$ cat config.mk
export PLATFORM = sky130hd
export DESIGN_NAME = adc_timing
export DESIGN_NICKNAME = d
export VERILOG_FILES = /design/src/rtl/adc_timing.sv
export SDC_FILE = /design/constraint.sdc
export NUM_CORES = 1
export LEC_CHECK = 0
export CORE_UTILIZATION = 45
export DETAILED_ROUTE_END_ITERATION = 10
export PLACE_DENSITY_LB_ADDON = 0.15
export REMOVE_ABC_BUFFERS = 1
export SLEW_MARGIN = 20
export SYNTH_ARGS = -nofsm -noshare
export SYNTH_HDL_FRONTEND = slang
export SYNTH_SLANG_ARGS = --single-unit
$ cat constraint.sdc
create_clock -name CLOCK_50 -period 2.7 [get_ports CLOCK_50]
set_clock_uncertainty 0.05 [all_clocks]
set_input_delay 0.405 -clock CLOCK_50 [delete_from_list [all_inputs] [get_ports CLOCK_50]]
set_output_delay 0.405 -clock CLOCK_50 [all_outputs]
set_load 0.01 [all_outputs]
$ cat src/rtl/adc_timing.sv
// Conversion-start and serial-clock framing for a 12-bit SPI ADC.
// Each frame: CONVST pulse, conversion wait, 12 SCLK pulses, idle gap.
module adc_timing #(
    parameter int CLK_DIV   = 2,
    parameter int CONV_HIGH = 2,
    parameter int CONV_WAIT = 80,
    parameter int GAP       = 2
) (
    input  logic CLOCK_50,
    input  logic RESET,
    input  logic ENABLE,
    output logic ADC_CONVST,
    output logic SCLK,
    output logic BUSY,
    output logic FRAME_DONE
);

    // state   | meaning
    // S_IDLE  | all outputs low, waiting for ENABLE
    // S_CONV  | ADC_CONVST high for CONV_HIGH cycles
    // S_WAIT  | conversion time, CONV_WAIT cycles
    // S_SHIFT | 24 half-periods of CLK_DIV cycles, SCLK low first
    // S_GAP   | GAP idle cycles, FRAME_DONE on the first one

    localparam int MAX_A  = (CONV_WAIT > GAP) ? CONV_WAIT : GAP;
    localparam int MAX_B  = (MAX_A > CLK_DIV) ? MAX_A : CLK_DIV;
    localparam int MAX_C  = (MAX_B > CONV_HIGH) ? MAX_B : CONV_HIGH;
    localparam int CNT_W  = $clog2(MAX_C + 1);

    localparam logic [CNT_W-1:0] TC_CONV = CNT_W'(CONV_HIGH - 1);
    localparam logic [CNT_W-1:0] TC_WAIT = CNT_W'(CONV_WAIT - 1);
    localparam logic [CNT_W-1:0] TC_HALF = CNT_W'(CLK_DIV - 1);
    localparam logic [CNT_W-1:0] TC_GAP  = CNT_W'(GAP - 1);

    typedef enum logic [2:0] {
        S_IDLE,
        S_CONV,
        S_WAIT,
        S_SHIFT,
        S_GAP
    } state_t;

    state_t           state, state_nxt;
    logic [CNT_W-1:0] cnt, cnt_nxt;
    logic [3:0]       bit_cnt, bit_cnt_nxt;
    logic             sclk_nxt;
    logic             half_end;

    always_comb begin
        state_nxt   = state;
        cnt_nxt     = cnt + 1'b1;
        bit_cnt_nxt = bit_cnt;
        sclk_nxt    = SCLK;
        half_end    = (cnt == TC_HALF);

        case (state)
            S_IDLE:  if (ENABLE) state_nxt = S_CONV;
            S_CONV:  if (cnt == TC_CONV) state_nxt = S_WAIT;
            S_WAIT:  if (cnt == TC_WAIT) state_nxt = S_SHIFT;
            // leave on the 12th high-to-low transition; SCLK doubles as the phase bit
            S_SHIFT: if (half_end && SCLK && bit_cnt == 4'd11) state_nxt = S_GAP;
            S_GAP:   if (cnt == TC_GAP) state_nxt = ENABLE ? S_CONV : S_IDLE;
            default: state_nxt = S_IDLE;
        endcase

        if (state_nxt != state || state == S_IDLE) begin
            cnt_nxt     = '0;
            bit_cnt_nxt = '0;
            sclk_nxt    = 1'b0;
        end else if (state == S_SHIFT && half_end) begin
            cnt_nxt  = '0;
            sclk_nxt = ~SCLK;
            if (SCLK) bit_cnt_nxt = bit_cnt + 4'd1;
        end
    end

    always_ff @(posedge CLOCK_50 or posedge RESET) begin
        if (RESET) begin
            state      <= S_IDLE;
            cnt        <= '0;
            bit_cnt    <= '0;
            ADC_CONVST <= 1'b0;
            SCLK       <= 1'b0;
            BUSY       <= 1'b0;
            FRAME_DONE <= 1'b0;
        end else begin
            state      <= state_nxt;
            cnt        <= cnt_nxt;
            bit_cnt    <= bit_cnt_nxt;
            SCLK       <= sclk_nxt;
            ADC_CONVST <= (state_nxt == S_CONV);
            BUSY       <= (state_nxt != S_IDLE);
            FRAME_DONE <= (state == S_SHIFT) && (state_nxt == S_GAP);
        end
    end

endmodule

==> results.md, run 1 <==
* Status: completed
* Depth of the worst register-to-register path at 6
* Post-synthesis mux area share at 0.00958
* Reg2reg end: bit_cnt[0]
* CP delay by family, top: compound AO/OA/AOI/OAI gates
* Rel. slew slack at 0.552
* Die span in x at 50.2 um
* CTS tree: done
* Synth Area in Compound Gates at 0.122
* Largest net degree at the start of global routing at 19
* Gp weighted congestion at 0.808
* Root Buffer: clkbuf_4
* Min-delay src: cnt[0]
* R2R Setup Slk at 630 ps
* Starting DRC count in detailed routing at 11
* Buffers on Ports at 6
* IO Count at 7
* Largest family of logic cells by synthesized area: simple AND/OR/NAND/NOR gates
* Final setup violation count at 0
* Syn_area_per_cell at 10.2 um2
* Seq/Total Area, Yosys at 0.431
* Synth Instances at 102
* Hold path cells at 1
* Simple-gate portion of the synthesized area at 0.289
* Min Tclk post-route at 2070 ps
* Buf+Inv Stages, Crit Path at 1
* Post-CTS Setup Bufs at 0
* # diodes at 0
* Rows at 17
* Layout Nets at 116
* Adder-Cell Fraction of Synth Area at 0.0359
* Reg clk slew, reported paths at 100 ps
* First-pass GRT wire length at 3.66 mm
* Critical Path, Cell by Cell: inv_1 -> ha_1 -> nor4b_2 -> nand2_1 -> o311ai_2 -> a211oi_1
* Worst vdd ir at 0.400 mV
* Yosys warns at 0
* Unrepaired setup endpoints after global routing: false
* Starting density of the core at 0.477
* Final ANT Viol Nets at 0
* CP required at 2810 ps
* Worst min-delay path endpoint: cnt[0]
* TritonCTS Sinks at 18
* CP Max Fanout at 6
* Synth area leader: dfrtp_1
* Synth top area cells: dfrtp_1, xnor2_1, nor2_1
* Vias per cell at 5.71
* Worst R2R Start: cnt[1]
* Area growth syn-to-layout at 11.5%
* Initial antenna violation count at 0
* Async SR Flop Fraction at 1.00
* DP HPWL at 1.47 mm
* Via count at 782
* Grt total ovfl at 0
* Synth Area in XOR/XNOR at 0.0838
* Synthesis-stage register bit count at 18
* DRT Pass-1 Iters at 4
* Setup TNS at 0 ps
* Synth Cell Area at 1040 um2
* Worst Setup End Kind: flip-flop
* Worst slew pin tran at 671 ps
* Leakage power at 0.482 nW
* Die Area at 2520 um2
* Tcrit/Tclk final at 0.767
* CTS buffer count at 3
* Peak Freq at 483 MHz
* Final Hold Vio Count at 0
* Routed len/inst at 14.4 um
* Crit path launch type: flip-flop
* Unique cell type count in the Yosys netlist at 37
* Number of enable flip-flop cells after synthesis at 0
* Drc violations at 0
* H-tree depth at 1
* Most common cell after layout, fill and taps aside: dfrtp_1
* Crit path largest cell delay at 490 ps
* Post-CTS sizing at 0
* Die H at 50.2 um
* Hold buffer count at CTS at 0
* Core area at 2190 um2
* CP Class: reg2reg
* CP max-delay cell: o311ai_2
* Hold Path Class: reg2reg
* GRT Resource Usage Total at 0.195
* Vias in the first global route at 807
* CP arrival at 2180 ps
* Share of cells above drive strength 1 at 0.119
* Clk buf depth at 2
* Post-synth top area share at 0.431
* Synth Flop Type: dfrtp_1
* Pwr Density at 730 nW/um2
* Later-pin clock latency in the skew report at 290 ps
* Max Cap Violations at 0
* Final Slew Violations at 0
* Most frequent cells in the layout: dfrtp_1, nor2_1, xnor2_1, clkdlybuf4s50_1
* Post-Route WL at 1.98 mm
* Overall Power at 0.850 mW
-- cells in the mapped netlist, types with 2 or more instances --
master / number
nand4_1: 2
a31oi_1: 3
inv_1: 5
nor3_1: 2
dfrtp_1: 18
a211oi_1: 5
xnor2_1: 6
nor2_1: 12
and3_1: 4
nor4_2: 2
nand4b_1: 2
nor2b_1: 4
ha_1: 3
xor2_1: 4
clkbuf_1: 2
nand2_1: 3
nand3_1: 5
-- per-layer routing --
layer | wire length (um) | share of wire | vias to the layer above | track usage
met2 | 1000 | 0.51 | 8 | 0.324
met1 | 917 | 0.46 | 386 | 0.250
met4 | 21 | 0.011 | 0 | 0.0714
li1 | - | - | 384 | -
met3 | 32 | 0.016 | 4 | 0.0364
met5 | 0 | 0 | - | 0
-- cell families (layout without fill, tap and decap cells) --
family,Yosys count,count (layout)
fa+ha+maj,3,3
simple gates,46,46
mux,1,1
xor+xnor,10,10
compound gates,16,16
flops,18,18
buf+inv,8,15
-- state kept, by name (all words and copies together), names as in the netlist --
| name | flops |
|---|---|
| cnt | 7 |
| state | 3 |
| BUSY | 1 |
| FRAME_DONE | 1 |
| ADC_CONVST | 1 |
| bit_cnt | 4 |
| SCLK | 1 |
-- per-stage QoR --
stage / util / area [um2] / std cells / setup WS [ps] / hold WS (ps)
2_1_floorplan: - / 1030 / 99 / 904 / 294
3_3_place_gp: 0.515 / 1130 / 133 / 714 / 438
3_5_place_dp: 0.515 / 1130 / 133 / 629 / 433
4_1_cts: 0.532 / 1160 / 137 / 597 / 447
5_1_grt: 0.532 / 1160 / 137 / 349 / 485
6_report: 0.532 / 1160 / 137 / 630 / 444
-- area by class of cell --
cell class | instances | area [um2]
Timing Repair Buffer | 6 | 60.1
Tap cell | 28 | 35.0
Sequential cell | 18 | 450
Multi-Input combinational cell | 76 | 564
Fill cell | 198 | 1030
Inverter | 5 | 18.8
Clock buffer | 4 | 36.3
-- worst max-delay path by stage --
stage          startpoint          to  slack [ps]  depth (start not counted)
3_3_place_gp       cnt[1]  bit_cnt[0]         710                          6
2_1_floorplan      cnt[1]  bit_cnt[1]         900                          6
5_1_grt            cnt[1]      cnt[2]         350                          6
4_1_cts            cnt[1]  bit_cnt[0]         600                          6
6_report           cnt[1]  bit_cnt[0]         630                          6
3_5_place_dp       cnt[1]  bit_cnt[0]         630                          6
-- worst reg2reg max path, cell delays in order, from the launching register on --
cell      delay, ps
dfrtp_1         410
inv_1            60
ha_1            150
nor4b_2         440
nand2_1         190
o311ai_2        490
a211oi_1        150
-- power by group --
group	leakage [nW]	internal, mW	switching, mW
clock network	0.0210	0.0822	0.0832
logic	0.227	0.122	0.180
registers	0.234	0.313	0.0695
total	0.482	0.517	0.333
No activity file was read; power rests on OpenSTA's default activity.
==> run 2, diff against run 1 <==
Clock period 2.7 ns to 1.9 ns, I/O delays scaled along.
==> run 2 against run 1 <==
Net effect: power increased by 48%; non-clock buffer count rose by 9; flip-flop and latch count stayed put; global-route usage increased by 1.3 points; utilization is 3.5 points higher; design area is 6.6% higher; combinational power is 85% higher; fmax increased by 12%; worst hold slack worse by 200 ps; sequential share of layout area shrank 2.4 points; critical path depth stayed put; largest cell class unchanged.
==> results.md, run 2 (synthesis results as in run 1) <==
* First-pass GRT wire length at 3.80 mm (+3.9%)
* FILL cells at 209 (+5.6%)
* Rel. slew slack at 0.806 (+0.254)
* Initial antenna violation count at 0 (unchanged)
* CP required at 2020 ps (-790 ps)
* CP max-delay cell: or4b_4
* Post-layout util at 0.567 (+0.0348)
* Vias per cell at 5.68 (-0.56%)
* Max Cap Violations at 0 (unchanged)
* Routed len/inst at 14.7 um (+1.9%)
* Area post-placement at 1200 um2 (+6.0%)
* Die H at 50.2 um (unchanged)
* Pwr Density at 1020 nW/um2 (+39%)
* Part of the power in registers at 0.411 (-0.039)
* Max FFs per register at 7 (unchanged)
* Clock Power Share at 0.147 (-0.047)
* Min Tclk post-route at 1860 ps (-214 ps)
* Buffers on Ports at 6 (unchanged)
* Vias in the first global route at 864 (+7.1%)
* Via count at 823 (+5.2%)
* Critical Path, Cell by Cell: inv_1 -> ha_1 -> or4b_4 -> nor4_4 -> mux2i_1 -> a211oi_2
* Register with the most flip-flops: cnt
* Layout Nets at 125 (+7.8%)
* Final setup violation count at 0 (unchanged)
* Status: completed
* Die span in x at 50.2 um (unchanged)
* Most common cell after layout, fill and taps aside: dfrtp_1
* Reg clk slew, reported paths at 100 ps (about the same)
* DP HPWL at 1.64 mm (+11%)
* Design area at 1240 um2 (+6.6%)
* Clk buf depth at 2 (unchanged)
* Unrepaired setup endpoints after global routing: true
* # diodes at 0 (unchanged)
* Setup WS pre-CTS at 5.31 ps (-623 ps)
* Gp weighted congestion at 0.893 (+11%)
* CP arrival at 1970 ps (-210 ps)
* Worst Setup End Kind: flip-flop
* Die Area at 2520 um2 (unchanged)
* CP delay by family, top: simple AND/OR/NAND/NOR gates
* Switching part of the total at 0.400 (+0.00835)
* GRT Resource Usage Total at 0.208 (+0.0125)
* IO Count at 7 (unchanged)
* Hold Path Class: in2async
* DRT Pass-1 Iters at 4 (unchanged)
* Starting density of the core at 0.477 (unchanged)
* Final Slew Violations at 0 (unchanged)
* Core area at 2190 um2 (unchanged)
* Peak Freq at 539 MHz (+12%)
* H-tree depth at 1 (unchanged)
* Starting DRC count in detailed routing at 21 (+10)
* Cell Count Post-Placement at 142 (+6.8%)
* Worst slew pin tran at 289 ps (-382 ps)
* Most frequent cells in the layout: dfrtp_1, nor2_1, buf_4, xnor2_1, clkdlybuf4s50_1
* Post-Route WL at 2.13 mm (+7.9%)
* Largest net degree at the start of global routing at 19 (unchanged)
* Post-CTS Setup Bufs at 0 (unchanged)
* Buf+Inv Stages, Crit Path at 1 (unchanged)
* Share of cells above drive strength 1 at 0.188 (+0.0688)
* Later-pin clock latency in the skew report at 290 ps (about the same)
* Grt total ovfl at 0 (unchanged)
* Final Hold Vio Count at 0 (unchanged)
* Fin cells at 145 (+5.8%)
* Top Registers: cnt x7, bit_cnt x4, state x3
* Drc violations at 0 (unchanged)
* Final WS setup at 43.5 ps (-586 ps)
* Crit path largest cell delay at 530 ps (+40 ps)
* Worst vdd ir at 0.532 mV (+33%)
* Crit path launch type: flip-flop
* CTS tree: done
* CTS buffer count at 3 (unchanged)
* Hold WS at 245 ps (-199 ps)
* Tcrit/Tclk final at 0.977 (+0.210)
* P_int at 0.757 mW (+46%)
* Rows at 17 (unchanged)
* Final ANT Viol Nets at 0 (unchanged)
* Area growth syn-to-layout at 18.8%
* CP Max Fanout at 4 (-2)
* P_sw at 0.505 mW (+52%)
* Combinational power share at 0.442 (+0.086)
* TritonCTS Sinks at 18 (unchanged)
* CP Class: reg2reg
* Root Buffer: clkbuf_4
* Leakage power at 0.520 nW (+7.8%)
-- run 2: power groups by stage --
stage          Combinational, mW  Clock, mW  Sequential, mW
2_1_floorplan              0.338          0           0.529
3_3_place_gp               0.533          0           0.522
3_5_place_dp               0.545          0           0.526
4_1_cts                    0.549      0.192           0.519
5_1_grt                    0.631      0.208           0.529
6_report                   0.558      0.185           0.519
-- run 2: final timing paths --
kind / start / end / slack (ps) / depth (start not counted)
worst max-delay path: cnt[1] / bit_cnt[1] / 40 / 6
worst min-delay path: RESET / cnt[5] / 240 / 3
worst max register to register: cnt[1] / bit_cnt[1] / 40 / 6
worst min register to register: cnt[0] / cnt[0] / 450 / 1
max in group asynchronous: RESET / bit_cnt[3] / 1360 / 3
min in group CLOCK_50: cnt[0] / cnt[0] / 450 / 1
-- run 2: worst min-delay path: cells and delay by family --
kind / cells / cell delay, ps
buffers and inverters: 3 / 690
-- run 2: area by class of cell --
cell class | instances | area, um2 | area share
Clock buffer | 3 | 22.5 | 0.0181
Inverter | 5 | 18.8 | 0.0151
Multi-Input combinational cell | 76 | 587 | 0.473
Sequential cell | 18 | 450 | 0.363
Tap cell | 28 | 35.0 | 0.0282
Timing Repair Buffer | 15 | 128 | 0.103
-- run 2: what timing repair did --
action                                  4_1_cts  5_1_grt
hold buffers                                  0        0
endpoints found under the setup margin        1        3
resized for setup                             0        3
endpoints found under the hold margin         0        0
pin swaps                                     1        1
-- run 2: per-stage QoR --
stage	TNS, ps	power [mW]
CTS	0	1.26
global route	-41.9	1.37
detailed placement	0	1.07
floorplan	0	0.866
finish	0	1.26
global placement	0	1.05
-- run 2: layer usage --
layer	part of all wire	wire length, um	GRT usage	vias to the layer above
met5	0	0	0	-
met4	0.022	47	0.114	0
met3	0.024	51	0.0424	5
met2	0.51	1090	0.367	14
met1	0.44	943	0.230	401
li1	-	-	-	403
